## config.mk

```make
export PLATFORM = sky130hd
export DESIGN_NAME = uart_rx_fifo_flat
export DESIGN_NICKNAME = d
export VERILOG_FILES = /design/src/rtl/uart_rx_fifo_if.sv /design/src/rtl/uart_rx_fifo.sv /design/src/flat_wrapper.sv
export SDC_FILE = /design/constraint.sdc
export NUM_CORES = 1
export LEC_CHECK = 0
export BUFFER_PORTS_ARGS = -buffer_cell sky130_fd_sc_hd__buf_2
export CAP_MARGIN = 25
export CORE_MARGIN = 2
export CORE_UTILIZATION = 34
export CTS_BUF_LIST = sky130_fd_sc_hd__clkbuf_2 sky130_fd_sc_hd__clkbuf_4 sky130_fd_sc_hd__clkbuf_8
export DETAILED_ROUTE_END_ITERATION = 8
export SYNTH_ARGS = -nofsm -noshare
export SYNTH_HDL_FRONTEND = slang
export SYNTH_SLANG_ARGS = --single-unit
```

## constraint.sdc

```tcl
create_clock -name clk -period 3.3 [get_ports clk]
set_clock_uncertainty 0.2 [all_clocks]
set_input_delay 0.495 -clock clk [delete_from_list [all_inputs] [get_ports clk]]
set_output_delay 0.495 -clock clk [all_outputs]
set_load 0.005 [all_outputs]
```

## src/rtl/uart_rx_fifo_if.sv

```systemverilog
// uart_rx_fifo_if: RX pin, runtime configuration, FIFO pop port and status of the UART receiver.
interface uart_rx_fifo_if #(
    parameter int FIFO_DEPTH = 16,
    parameter int DIV_W      = 16
);
    localparam int CW = $clog2(FIFO_DEPTH) + 1;
    logic             rx;
    logic [DIV_W-1:0] baud_div;
    logic             par_en;
    logic             par_odd;
    logic             ien;
    logic             ack;
    logic             rd_en;
    logic [7:0]       rd_data;
    logic             rd_valid;
    logic [CW-1:0]    count;
    logic             busy;
    logic             frame_err;
    logic             parity_err;
    logic             overrun;
    logic             irq;
    modport master (
        output rx, baud_div, par_en, par_odd, ien, ack, rd_en,
        input  rd_data, rd_valid, count, busy, frame_err, parity_err, overrun, irq
    );
    modport slave (
        input  rx, baud_div, par_en, par_odd, ien, ack, rd_en,
        output rd_data, rd_valid, count, busy, frame_err, parity_err, overrun, irq
    );
endinterface

```

## src/rtl/uart_rx_fifo.sv

```systemverilog
// uart_rx_fifo: 16x oversampling UART receiver with majority vote, optional parity,
// sticky error flags, interrupt and a first-word fall-through receive FIFO.
module uart_rx_fifo #(
    parameter int DATA_BITS  = 8,
    parameter int FIFO_DEPTH = 16,
    parameter int DIV_W      = 16
) (
    input logic          clk,
    input logic          rst,
    uart_rx_fifo_if.slave u
);
    localparam int AW = $clog2(FIFO_DEPTH);
    localparam int BW = $clog2(DATA_BITS);
    typedef enum logic [2:0] {IDLE, START, DATA, PARITY, STOP} state_t;
    state_t               state;
    logic                 s1, s2, prev;
    logic [DIV_W-1:0]     div_q, divcnt;
    logic [3:0]           os;
    logic [1:0]           smp;
    logic [DATA_BITS-1:0] sh;
    logic [BW-1:0]        bitn;
    logic                 par_bad;
    logic [7:0]           mem [FIFO_DEPTH];
    logic [AW-1:0]        wp, rp;
    logic [AW:0]          cnt;
    logic                 fe_q, pe_q, ov_q, irq_q;
    logic                 start_edge, tick, vote, dec, last, full, pop;
    logic                 stop_dec, good, push, fe_set, pe_set, ov_set;
    logic [7:0]           wdata;
    always_comb begin
        start_edge = prev & ~s2;
        tick       = divcnt == div_q;
        vote       = (smp[0] & smp[1]) | (smp[0] & s2) | (smp[1] & s2);
        dec        = tick && os == 4'd9;
        last       = tick && os == 4'd15;
        full       = cnt == (AW+1)'(FIFO_DEPTH);
        pop        = u.rd_en && cnt != '0;
        stop_dec   = state == STOP && dec;
        good       = stop_dec && vote && !par_bad;
        push       = good && (!full || pop);
        fe_set     = stop_dec && !vote;
        pe_set     = stop_dec && par_bad;
        ov_set     = good && full && !pop;
        wdata      = '0;
        wdata[DATA_BITS-1:0] = sh;
    end
    always_ff @(posedge clk) begin
        if (rst) begin
            state   <= IDLE;
            s1      <= 1'b1;
            s2      <= 1'b1;
            prev    <= 1'b1;
            div_q   <= '0;
            divcnt  <= '0;
            os      <= '0;
            smp     <= '0;
            sh      <= '0;
            bitn    <= '0;
            par_bad <= 1'b0;
        end else begin
            s1   <= u.rx;
            s2   <= s1;
            prev <= s2;
            if (state == IDLE) begin
                divcnt <= '0;
                os     <= '0;
                if (start_edge) begin
                    state   <= START;
                    div_q   <= u.baud_div;
                    bitn    <= '0;
                    par_bad <= 1'b0;
                end
            end else begin
                divcnt <= tick ? '0 : divcnt + 1'b1;
                if (tick) os <= os + 1'b1;
                if (tick && os == 4'd7) smp[0] <= s2;
                if (tick && os == 4'd8) smp[1] <= s2;
                case (state)
                    START: state <= (dec && vote) ? IDLE : last ? DATA : START;
                    DATA: begin
                        if (dec) sh <= {vote, sh[DATA_BITS-1:1]};
                        if (last) begin
                            bitn <= bitn + 1'b1;
                            if (bitn == BW'(DATA_BITS-1)) state <= u.par_en ? PARITY : STOP;
                        end
                    end
                    PARITY: begin
                        if (dec) par_bad <= vote != (^sh ^ u.par_odd);
                        if (last) state <= STOP;
                    end
                    STOP: if (dec) state <= IDLE;
                    default: state <= IDLE;
                endcase
            end
        end
    end
    always_ff @(posedge clk) begin
        if (push) mem[wp] <= wdata;
    end
    always_ff @(posedge clk) begin
        if (rst) begin
            wp  <= '0;
            rp  <= '0;
            cnt <= '0;
        end else begin
            if (push) wp <= wp + 1'b1;
            if (pop) rp <= rp + 1'b1;
            cnt <= cnt + {{AW{1'b0}}, push} - {{AW{1'b0}}, pop};
        end
    end
    // a new set beats a simultaneous ack clear
    always_ff @(posedge clk) begin
        if (rst) begin
            fe_q  <= 1'b0;
            pe_q  <= 1'b0;
            ov_q  <= 1'b0;
            irq_q <= 1'b0;
        end else begin
            fe_q  <= fe_set || (fe_q && !u.ack);
            pe_q  <= pe_set || (pe_q && !u.ack);
            ov_q  <= ov_set || (ov_q && !u.ack);
            irq_q <= (u.ien && (push || fe_set || pe_set || ov_set)) || (irq_q && !u.ack);
        end
    end
    assign u.rd_valid   = cnt != '0;
    assign u.rd_data    = u.rd_valid ? mem[rp] : 8'h00;
    assign u.count      = cnt;
    assign u.busy       = state != IDLE;
    assign u.frame_err  = fe_q;
    assign u.parity_err = pe_q;
    assign u.overrun    = ov_q;
    assign u.irq        = irq_q;
endmodule

```

## src/flat_wrapper.sv

```systemverilog
// flat-port wrapper written by rule: the top's interface ports become plain ports
module uart_rx_fifo_flat 
#(
    parameter int DATA_BITS  = 8,
    parameter int FIFO_DEPTH = 16,
    parameter int DIV_W      = 16
)
  (clk, rst, u_rx, u_baud_div, u_par_en, u_par_odd, u_ien, u_ack, u_rd_en, u_rd_data, u_rd_valid, u_count, u_busy, u_frame_err, u_parity_err, u_overrun, u_irq);
  uart_rx_fifo_if #(.FIFO_DEPTH(FIFO_DEPTH), .DIV_W(DIV_W)) u_i ();
  input logic clk;
  input logic rst;
  input wire logic [$bits(u_i.rx)-1:0] u_rx;
  input wire logic [$bits(u_i.baud_div)-1:0] u_baud_div;
  input wire logic [$bits(u_i.par_en)-1:0] u_par_en;
  input wire logic [$bits(u_i.par_odd)-1:0] u_par_odd;
  input wire logic [$bits(u_i.ien)-1:0] u_ien;
  input wire logic [$bits(u_i.ack)-1:0] u_ack;
  input wire logic [$bits(u_i.rd_en)-1:0] u_rd_en;
  output wire logic [$bits(u_i.rd_data)-1:0] u_rd_data;
  output wire logic [$bits(u_i.rd_valid)-1:0] u_rd_valid;
  output wire logic [$bits(u_i.count)-1:0] u_count;
  output wire logic [$bits(u_i.busy)-1:0] u_busy;
  output wire logic [$bits(u_i.frame_err)-1:0] u_frame_err;
  output wire logic [$bits(u_i.parity_err)-1:0] u_parity_err;
  output wire logic [$bits(u_i.overrun)-1:0] u_overrun;
  output wire logic [$bits(u_i.irq)-1:0] u_irq;
  assign u_i.rx = u_rx;
  assign u_i.baud_div = u_baud_div;
  assign u_i.par_en = u_par_en;
  assign u_i.par_odd = u_par_odd;
  assign u_i.ien = u_ien;
  assign u_i.ack = u_ack;
  assign u_i.rd_en = u_rd_en;
  assign u_rd_data = u_i.rd_data;
  assign u_rd_valid = u_i.rd_valid;
  assign u_count = u_i.count;
  assign u_busy = u_i.busy;
  assign u_frame_err = u_i.frame_err;
  assign u_parity_err = u_i.parity_err;
  assign u_overrun = u_i.overrun;
  assign u_irq = u_i.irq;
  uart_rx_fifo #(.DATA_BITS(DATA_BITS), .FIFO_DEPTH(FIFO_DEPTH), .DIV_W(DIV_W)) u_core (.clk(clk), .rst(rst), .u(u_i));
endmodule
```

==> results of run 1 <==
[area by class of cell]
cell class	instances	area, um^2	area share
Clock inverter	17	160	0.0154
Sequential cell	205	5390	0.517
Timing Repair Buffer	86	616	0.0591
Multi-Input combinational cell	364	3140	0.301
Inverter	24	90.1	0.00865
Tap cell	330	413	0.0396
Clock buffer	49	612	0.0587
[synthesized netlist by cell type, drive strengths merged (2+ instances only)]
cell	n	share of area
edfxtp	128	0.44
dfxtp	77	0.18
nand2	45	0.019
mux4	40	0.10
nor2	40	0.017
a21oi	31	0.018
xor2	28	0.029
inv	23	0.0099
nor3	21	0.017
nand2b	20	0.014
clkbuf	19	0.0083
ha	17	0.024
xnor2	16	0.016
nand4	15	0.012
mux2i	12	0.014
and2	10	0.0072
buf	10	0.0072
nand3	6	0.0034
nor2b	6	0.0043
nor3b	6	0.0057
nand3b	5	0.0043
nor4	5	0.0094
o21ai	5	0.0029
a211oi	4	0.0040
mux2	4	0.0051
or3	4	0.0029
and3	3	0.0021
or2	3	0.0021
a21o	2	0.0017
and4	2	0.0020
o311ai	2	0.0020
o31ai	2	0.0017
o32a	2	0.0023
[per-layer routing]
metal | vias to the layer above | GRT usage
met2 | 113 | 0.226
met4 | 0 | 0.0439
met5 | - | 0
met3 | 36 | 0.0279
li1 | 2489 | -
met1 | 2479 | 0.181
[final timing paths]
check	slack, ns	from	cells after the start	end
worst max-delay path	0.09	register	5	u_rd_data[2]
worst min-delay path	0.03	u_baud_div[15]	3	u_core.div_q[15]
worst max register to register	0.24	u_core.u.count[2]	12	u_core.u.count[4]
worst min register to register	0.21	u_core.s1	1	u_core.s2
[cell families after synthesis]
logic type               Yosys count
flip-flops                       205
AND/OR/NAND/NOR                  194
multiplexers                      56
buffers and inverters             53
AO/OA/AOI/OAI                     50
XOR/XNOR                          45
adder cells (fa/ha/maj)           19
[worst reg2reg max path, stage by stage, from the launching register on]
cell	delay, ns
dfxtp_1	0.32
inv_1	0.08
ha_1	0.17
or3b_2	0.46
o211a_1	0.26
inv_1	0.11
nor3_1	0.06
ha_1	0.23
fa_1	0.40
a21oi_1	0.16
nor2_1	0.06
or3_1	0.34
a21oi_1	0.14
[registers in the layout, summed over array words and instances, names as in the netlist, 4 cells and up, named ones only]
register and count:
u_core.mem 128, u_core.divcnt 16, u_core.os 4, u_core.u.count 5, u_core.div_q 16, u_core.wp 4
u_core.rp 4, u_core.sh 8
[what timing repair did]
action	in CTS	in global routing
gates resized for setup	1	0
setup buffers	2	0
endpoints found under the hold margin	10	0
setup endpoints to repair	5	0
hold buffers	10	0
[power by group]
part,internal [mW],switching [mW]
clock,1.45,1.01
sequential,2.77,0.0925
combinational,0.511,0.549
total,4.73,1.65
==> results.sh, run 1 <==
export IMPL_run_status="finished, final reports clean"
export IMPL_number_of_setup_violations_in_the_final_report=0
export IMPL_fillCellCount=2381
export IMPL_postRouteAntennaNets=0
export IMPL_grtUsageTotal=0.137
export IMPL_dieArea_um2=27000
export IMPL_finalHoldViolations=0
export IMPL_layout_cell_area_non_filler_um2=10400
export IMPL_antenna_found_initial=0
export IMPL_max_stage_delay_ns=0.52
export IMPL_share_of_layout_cells_above_drive_strength_1=0.272
export IMPL_clock_root_buffer="clkbuf_8"
export IMPL_cp_common_cell="mux4_2"
export IMPL_most_common_layout_cells="edfxtp_1, dfxtp_1, nand2_1"
export IMPL_timing_worst_slew_pin_value_ns=0.761
export IMPL_wl_met3_um=899
export IMPL_power_leakage_nw=4.05
export IMPL_power_density_nw_per_um2=612
export IMPL_synth_main_ff_cell="edfxtp_1"
export IMPL_yosysUniqueCellTypes=53
export IMPL_timing_critical_path_max_delay_family="multiplexers"
export IMPL_wirelength_met1_um=8020
export IMPL_vdd_ir_drop_worst_mv=0.309
export IMPL_syn_nets=664
export IMPL_endpoint_kind="output pin"
export IMPL_critPathKind="reg -> out"
export IMPL_unrepaired_setup_endpoints_after_global_routing="false"
export IMPL_antenna_cells_inserted=0
export IMPL_die_w_um=164
export IMPL_drt_drc_violations_left=0
export IMPL_cpMaxStageDelayCell="mux4_2"
export IMPL_num_io_pins=43
export IMPL_timing_critical_path_buf_inv=2
export IMPL_final_cells=1075
export IMPL_detailedPlacementHpwl_um=11600
export IMPL_clock_path_buffers=3
export IMPL_highest_signal_layer="met4"
export IMPL_worst_setup_path_start_kind="register"
export IMPL_synth_compound_area_frac=0.0345
export IMPL_route_detailed_wl_per_inst_um=16.5
export IMPL_grt_remaining_overflow=0
export IMPL_synth_ff_latch_count=205
export IMPL_synth_async_reset_ratio=0
export IMPL_fmax_mhz=311
export IMPL_yosys_area_share_simple=0.127
export IMPL_worstSkewPairLatency_ns=0.52
export IMPL_worstPathCellList="bufbuf_16 -> mux4_2 -> mux4_2 -> and2_1 -> buf_2"
export IMPL_yosys_warning_total=0
export IMPL_vias_per_cell=4.76
export IMPL_worst_hold_path_type="in -> reg"
export IMPL_placed_cell_area_um2=9500
export IMPL_timing_setup_tns_ns=0
export IMPL_grt_pass1_wl_um=28200
export IMPL_drt_pass1_iterations=4
export IMPL_timing_max_transition_violations_final=0
export IMPL_cts_htree_levels=2
export IMPL_cts_buffers_inserted=36
export IMPL_first_global_vias=5183
export IMPL_gp_weighted_congestion=0.754
export IMPL_required_ns=2.60
export IMPL_finalCritPeriodShare=0.973
export IMPL_worstPathArrival_ns=2.52
export IMPL_synth_edf_count=128
export IMPL_dominant_combinational_cell_family_by_area_after_synthesis="simple AND/OR/NAND/NOR gates"
export IMPL_share_of_synthesized_area_spent_on_multiplexers=0.122
export IMPL_synth_cell_area_um2=8750
export IMPL_sequential_cell_area_fraction_in_the_yosys_report=0.616
export IMPL_drtIter0Drc=220
export IMPL_rows=58
export IMPL_yosys_area_share_adder=0.0277
export IMPL_setup_slack_ns=0.0895
export IMPL_post_place_cells=996
export IMPL_initial_core_util=0.346
export IMPL_clock_sink_count=205
export IMPL_cts_tree="yes"
export IMPL_dp_slack_ns=0.250
export IMPL_synthesis_area_per_instance_um2=14.1
export IMPL_grt_max_degree=37
export IMPL_timing_hold_ws_ns=0.0275
export IMPL_layout_area_overhead_vs_synth_pct=19.1
export IMPL_routed_via_count=5117
export IMPL_drt_total_wl_um=17700
export IMPL_buffer_ports_inserted=42
export IMPL_design_power_total_mw=6.38
export IMPL_met2_length_um=8440
export IMPL_cap_violations=0
export IMPL_cts_clock_pin_slew_for_the_worst_setup_and_hold_paths_ns=0.06
export IMPL_coreArea_um2=25300
export IMPL_finish_utilization=0.413
export IMPL_slew_headroom=0.491
export IMPL_nets=759
export IMPL_postSynthCellCount=622
export IMPL_path_max_fanout=10
export IMPL_dieHeight_um=164
export IMPL_final_common_cell="edfxtp_1"
export IMPL_synth_xor_xnor_area_share=0.0475
export IMPL_timing_final_crit_period_ns=3.21
(Power assumes the default switching activity.)
==> run 2: changes to the inputs <==
- CAP_MARGIN: 25 -> 20
- SETUP_SLACK_MARGIN: not set -> 0.2
==> run 2 against run 1 <==
Against the previous run: register-to-register slack improved by 0.06 ns; first-iteration DRC count increased by 17%; global-route usage about the same; highest routed layer unchanged.
==> results.sh, run 2 (same netlist as run 1, synthesis figures left out) <==
export IMPL_route_detailed_wl_per_inst_um=16.5
export IMPL_worst_hold_path_type="in -> reg"
export IMPL_register_with_the_most_flip_flops="u_core.mem"
export IMPL_cts_clock_pin_slew_for_the_worst_setup_and_hold_paths_ns=0.06
export IMPL_final_cells=1080
export IMPL_finalCritPeriodShare=0.962
export IMPL_finalHoldViolations=0
export IMPL_slew_headroom=0.492
export IMPL_worstPathCellList="buf_6 -> buf_16 -> mux4_2 -> mux4_2 -> and2_4 -> buf_6"
export IMPL_die_w_um=164
export IMPL_hold_path_cell_count=3
export IMPL_worst_setup_path_start_kind="register"
export IMPL_rows=58
export IMPL_clock_sink_count=205
export IMPL_fillCellCount=2364
export IMPL_fmax_mhz=315
export IMPL_buffer_ports_inserted=42
export IMPL_timing_worst_slew_pin_value_ns=0.760
export IMPL_path_max_fanout=5
export IMPL_layout_area_overhead_vs_synth_pct=21.0
export IMPL_number_of_setup_violations_in_the_final_report=0
export IMPL_cts_buffers_inserted=36
export IMPL_worstSkewPairLatency_ns=0.51
export IMPL_power_density_nw_per_um2=616
export IMPL_cap_violations=0
export IMPL_flip_flop_count_of_the_largest_register_all_copies_and_words_added=128
export IMPL_max_stage_delay_ns=0.51
export IMPL_dieArea_um2=27000
export IMPL_critPathKind="reg -> out"
export IMPL_drtIter0Drc=257
export IMPL_r2r_setup_slack_ns=0.30
export IMPL_min_from="u_baud_div[15]"
export IMPL_grt_remaining_overflow=0
export IMPL_grt_max_degree=37
export IMPL_timing_setup_tns_ns=0
export IMPL_required_ns=2.60
export IMPL_nets=764
export IMPL_antenna_found_initial=0
export IMPL_r2r_worst_path_cells=12
export IMPL_num_io_pins=43
export IMPL_r2r_start="u_core.u.count[2]"
export IMPL_cts_tree="yes"
export IMPL_grt_met2_usage=0.227
export IMPL_drt_pass1_iterations=4
export IMPL_cts_htree_levels=2
export IMPL_postRouteAntennaNets=0
export IMPL_run_status="finished, final reports clean"
export IMPL_vias_per_cell=4.79
export IMPL_detailedPlacementHpwl_um=11600
export IMPL_endpoint_kind="output pin"
export IMPL_grt_busiest_layer="met2"
export IMPL_coreArea_um2=25300
export IMPL_gp_weighted_congestion=0.754
export IMPL_worstPathArrival_ns=2.48
export IMPL_drt_total_wl_um=17800
export IMPL_vdd_ir_drop_worst_mv=0.309
export IMPL_grtUsageMet1=0.182
export IMPL_clock_root_buffer="clkbuf_8"
export IMPL_timing_max_transition_violations_final=0
export IMPL_timing_hold_worst_endpoint="u_core.div_q[15]"
export IMPL_unrepaired_setup_endpoints_after_global_routing="true"
export IMPL_cpMaxStageDelayCell="mux4_2"
export IMPL_power_leakage_nw=4.10
export IMPL_grt_pass1_wl_um=28300
export IMPL_post_place_cells=996
export IMPL_share_of_layout_cells_above_drive_strength_1=0.288
export IMPL_clock_path_buffers=3
export IMPL_timing_rr_end="u_core.u.count[4]"
export IMPL_final_common_cell="edfxtp_1"
export IMPL_antenna_cells_inserted=0
export IMPL_dieHeight_um=164
export IMPL_met3_usage=0.0279
export IMPL_most_common_layout_cells="edfxtp_1, dfxtp_1, nand2_1"
export IMPL_drt_drc_violations_left=0
export IMPL_grtUsageTotal=0.137
export IMPL_first_global_vias=5202
export IMPL_timing_final_crit_period_ns=3.17
export IMPL_routed_via_count=5171
export IMPL_initial_core_util=0.346
export IMPL_biggestRegsByFlops="u_core.mem (128), u_core.div_q (16), u_core.divcnt (16)"
[run 2: cell types whose count changed in the layout (fill, tap and decap cells not counted), moves of 6 or more]
| cell | before | now |
|---|---|---|
| buf_2 | 42 | 36 |
| and2_4 | 0 | 6 |
| buf_6 | 0 | 9 |
| and2_1 | 10 | 4 |
[run 2: what timing repair did]
item | CTS | global route
hold buffers | 10 | 0
hold endpoints to repair | 10 | 0
endpoints found under the setup margin | 8 | 9
buffers inserted | 5 | 0
pin swaps | 2 | 1
gates cloned | 2 | 1
gates resized for setup | 9 | 14
[run 2: worst max path at each step]
stage                     cells past startpoint                 to
after floorplan                              12  u_core.u.count[4]
after global placement                       12  u_core.u.count[4]
after detailed placement                     12  u_core.u.count[4]
after CTS                                     6       u_rd_data[2]
after global routing                          6       u_rd_data[1]
final                                         6       u_rd_data[2]
[run 2: area by class of cell]
type,instances,area (um^2),area share
Multi-Input combinational cell,364,3160,0.299
Clock inverter,17,160,0.0151
Timing Repair Buffer,91,759,0.0717
Sequential cell,205,5390,0.509
Tap cell,330,413,0.0390
Clock buffer,49,612,0.0578
Inverter,24,90.1,0.00851
[run 2: power breakdown]
group	switching [mW]	internal, mW	leakage [nW]
Combinational	0.588	0.615	1.58
Clock	1.00	1.45	0.410
Sequential	0.0965	2.77	2.11
Total	1.69	4.83	4.10
[run 2: metal layers]
| layer | vias up | wire [um] |
|---|---|---|
| li1 | 2497 | - |
| met1 | 2531 | 8220 |
| met2 | 108 | 8510 |
| met3 | 35 | 735 |
| met4 | 0 | 371 |
| met5 | - | 0 |
[run 2: worst max-delay path, delay by kind of cell, from the launching register on]
kind	cells	cell delay, ns
flip-flops	1	0.42
multiplexers	2	1.00
AND/OR/NAND/NOR	1	0.17
buffers and inverters	3	0.37
[run 2: per-stage QoR]
step                      area, um^2  total power [mW]  utilization  hold WS, ns  worst slack [ns]
after floorplan                 8750              3.61            -        0.189             0.354
after global placement          9500              3.92        0.376        0.194             0.320
after detailed placement        9500              3.92        0.376        0.197             0.250
after CTS                      10500              6.57        0.416      0.00596            0.0740
after global routing           10600              6.85        0.419       0.0126            0.0542
final                          10600              6.52        0.419       0.0295             0.127
==> run 3: changes to the inputs <==
- clock period: 3.3 -> 3.2 ns (I/O delays scaled with it)
==> run 3 against run 2 <==
Against the previous run: count of clock-buffer cells in the layout down 3; worst setup slack worse by 0.081 ns; combinational power up 4%; design area down 0.62%; critical path depth unchanged; utilization down 0.26 points; via count up 0.62%; largest cell class unchanged.
==> results.sh, run 3 (same netlist as run 1, synthesis figures left out) <==
export IMPL_run_status="finished, final reports clean"
export IMPL_die_w_um=164
export IMPL_unrepaired_setup_endpoints_after_global_routing="true"
export IMPL_worstPathCellList="buf_12 -> buf_16 -> mux4_2 -> mux4_2 -> and2_4 -> buf_6"
export IMPL_clock_sink_count=205
export IMPL_timing_setup_tns_ns=0
export IMPL_biggestRegsByFlops="u_core.mem (128), u_core.div_q (16), u_core.divcnt (16)"
export IMPL_finalHoldViolations=0
export IMPL_drt_total_wl_um=18300
export IMPL_critPathKind="reg -> out"
export IMPL_finalCritPeriodShare=0.986
export IMPL_vias_per_cell=4.82
export IMPL_nets=768
export IMPL_max_stage_delay_ns=0.53
export IMPL_grtUsageMet1=0.190
export IMPL_register_with_the_most_flip_flops="u_core.mem"
export IMPL_buffer_ports_inserted=42
export IMPL_antenna_found_initial=0
export IMPL_power_leakage_nw=4.08
export IMPL_gp_weighted_congestion=0.744
export IMPL_design_power_total_mw=6.50
export IMPL_rows=58
export IMPL_slew_headroom=0.482
export IMPL_clock_root_buffer="clkbuf_8"
export IMPL_dp_slack_ns=0.153
export IMPL_power_density_nw_per_um2=618
export IMPL_cts_tree="yes"
export IMPL_final_seq_area_um2=5390
export IMPL_first_global_vias=5369
export IMPL_worstSkewPairLatency_ns=0.53
export IMPL_dieArea_um2=27000
export IMPL_met3_usage=0.0337
export IMPL_antenna_cells_inserted=0
export IMPL_timing_worst_slew_pin_value_ns=0.774
export IMPL_fmax_mhz=317
export IMPL_initial_core_util=0.346
export IMPL_grt_remaining_overflow=0
export IMPL_cpMaxStageDelayCell="mux4_2"
export IMPL_drt_drc_violations_left=0
export IMPL_final_cells=1080
export IMPL_required_ns=2.52
export IMPL_clock_path_buffers=3
export IMPL_flip_flop_count_of_the_largest_register_all_copies_and_words_added=128
export IMPL_endpoint_kind="output pin"
export IMPL_drtIter0Drc=252
export IMPL_grt_busiest_layer="met2"
export IMPL_coreArea_um2=25300
export IMPL_layout_area_overhead_vs_synth_pct=20.3
export IMPL_cap_violations=0
export IMPL_cts_clock_pin_slew_for_the_worst_setup_and_hold_paths_ns=0.06
export IMPL_timing_critical_path_max_delay_family="multiplexers"
export IMPL_detailedPlacementHpwl_um=11600
export IMPL_multi_input_comb_area_um2=3160
export IMPL_number_of_setup_violations_in_the_final_report=0
export IMPL_cp_common_cell="mux4_2"
export IMPL_routed_via_count=5203
export IMPL_dieHeight_um=164
export IMPL_final_common_cell="edfxtp_1"
export IMPL_timing_max_transition_violations_final=0
export IMPL_worstPathArrival_ns=2.47
export IMPL_grt_met2_usage=0.229
export IMPL_timing_critical_path_buf_inv=3
export IMPL_postRouteAntennaNets=0
export IMPL_cts_htree_levels=2
export IMPL_num_io_pins=43
export IMPL_share_of_layout_cells_above_drive_strength_1=0.292
export IMPL_cts_buffers_inserted=34
export IMPL_route_detailed_wl_per_inst_um=16.9
export IMPL_worst_hold_path_type="in -> reg"
export IMPL_grt_pass1_wl_um=29300
export IMPL_drt_pass1_iterations=4
export IMPL_setup_slack_ns=0.0454
export IMPL_worst_setup_path_start_kind="register"
export IMPL_path_max_fanout=8
export IMPL_most_common_layout_cells="edfxtp_1, dfxtp_1, nand2_1"
export IMPL_grtUsageTotal=0.141
export IMPL_vdd_ir_drop_worst_mv=0.416
export IMPL_fillCellCount=2354
export IMPL_timing_final_crit_period_ns=3.15
export IMPL_grt_max_degree=37
export IMPL_post_place_cells=1000
## run 3: cell types whose count changed in the layout (fill, tap and decap cells not counted), moves of 2 or more
cell       previous run  this run
bufinv_16             3         0
ha_2                  0         2
buf_6                 9         3
inv_1                23        20
buf_2                36        39
ha_1                 17        15
clkbuf_8             39        43
inv_2                 0         3
and2_1                4         7
clkbuf_4             10         3
buf_4                29        37
and2_4                6         3
## run 3: layer usage
metal | wire, um | share of wire
met1 | 8070 | 0.44
met2 | 8810 | 0.48
met3 | 1120 | 0.061
met4 | 268 | 0.015
met5 | 0 | 0
## run 3: timing repair
action,4_1_cts,5_1_grt
gates cloned,3,0
buffers inserted,2,4
hold buffers,11,0
hold endpoints to repair,11,0
pin swaps,5,3
gates resized for setup,10,9
setup endpoints to repair,9,9
## run 3: final cells by class
cell class                 count  share of cell area
sequential                   205               0.512
multi-input combinational    364               0.301
timing repair buffer          97              0.0741
clock buffer                  46              0.0584
tap                          330              0.0392
inverter                      24             0.00856
clock inverter                14             0.00666
## run 3: where the power goes
group          internal, mW  leakage (nW)  switching, mW
Clock                  1.25         0.365           1.04
Combinational         0.628          1.60          0.625
Sequential             2.86          2.11         0.0984
## run 3: worst reg2reg max path: stages, from the launching register on
cell	delay (ns)
dfxtp_1	0.33
inv_2	0.07
ha_2	0.17
or3b_2	0.45
o211a_1	0.25
inv_2	0.07
nor3_1	0.05
ha_2	0.20
fa_2	0.37
a21oi_2	0.14
nor2_1	0.06
or3_1	0.33
a21oi_1	0.15
## run 3: worst paths after layout
| check | start | endpoint | slack, ns | depth (start not counted) |
|---|---|---|---|---|
| worst max-delay path | register | u_rd_data[0] | 0.05 | 6 |
| worst min-delay path | u_ien | u_core.u.irq | 0.02 | 3 |
| worst max register to register | u_core.u.count[2] | u_core.u.count[4] | 0.31 | 12 |
| worst min register to register | u_core.s1 | u_core.s2 | 0.21 | 1 |
## run 3: through the flow
stage / hold WS, ns / cell area (um^2) / util
detailed placement: 0.198 / 9530 / 0.377
global route: 0.0335 / 10500 / 0.417
finish: 0.0237 / 10500 / 0.417
global placement: 0.191 / 9530 / 0.377
floorplan: 0.189 / 8750 / -
CTS: 0.000436 / 10500 / 0.414
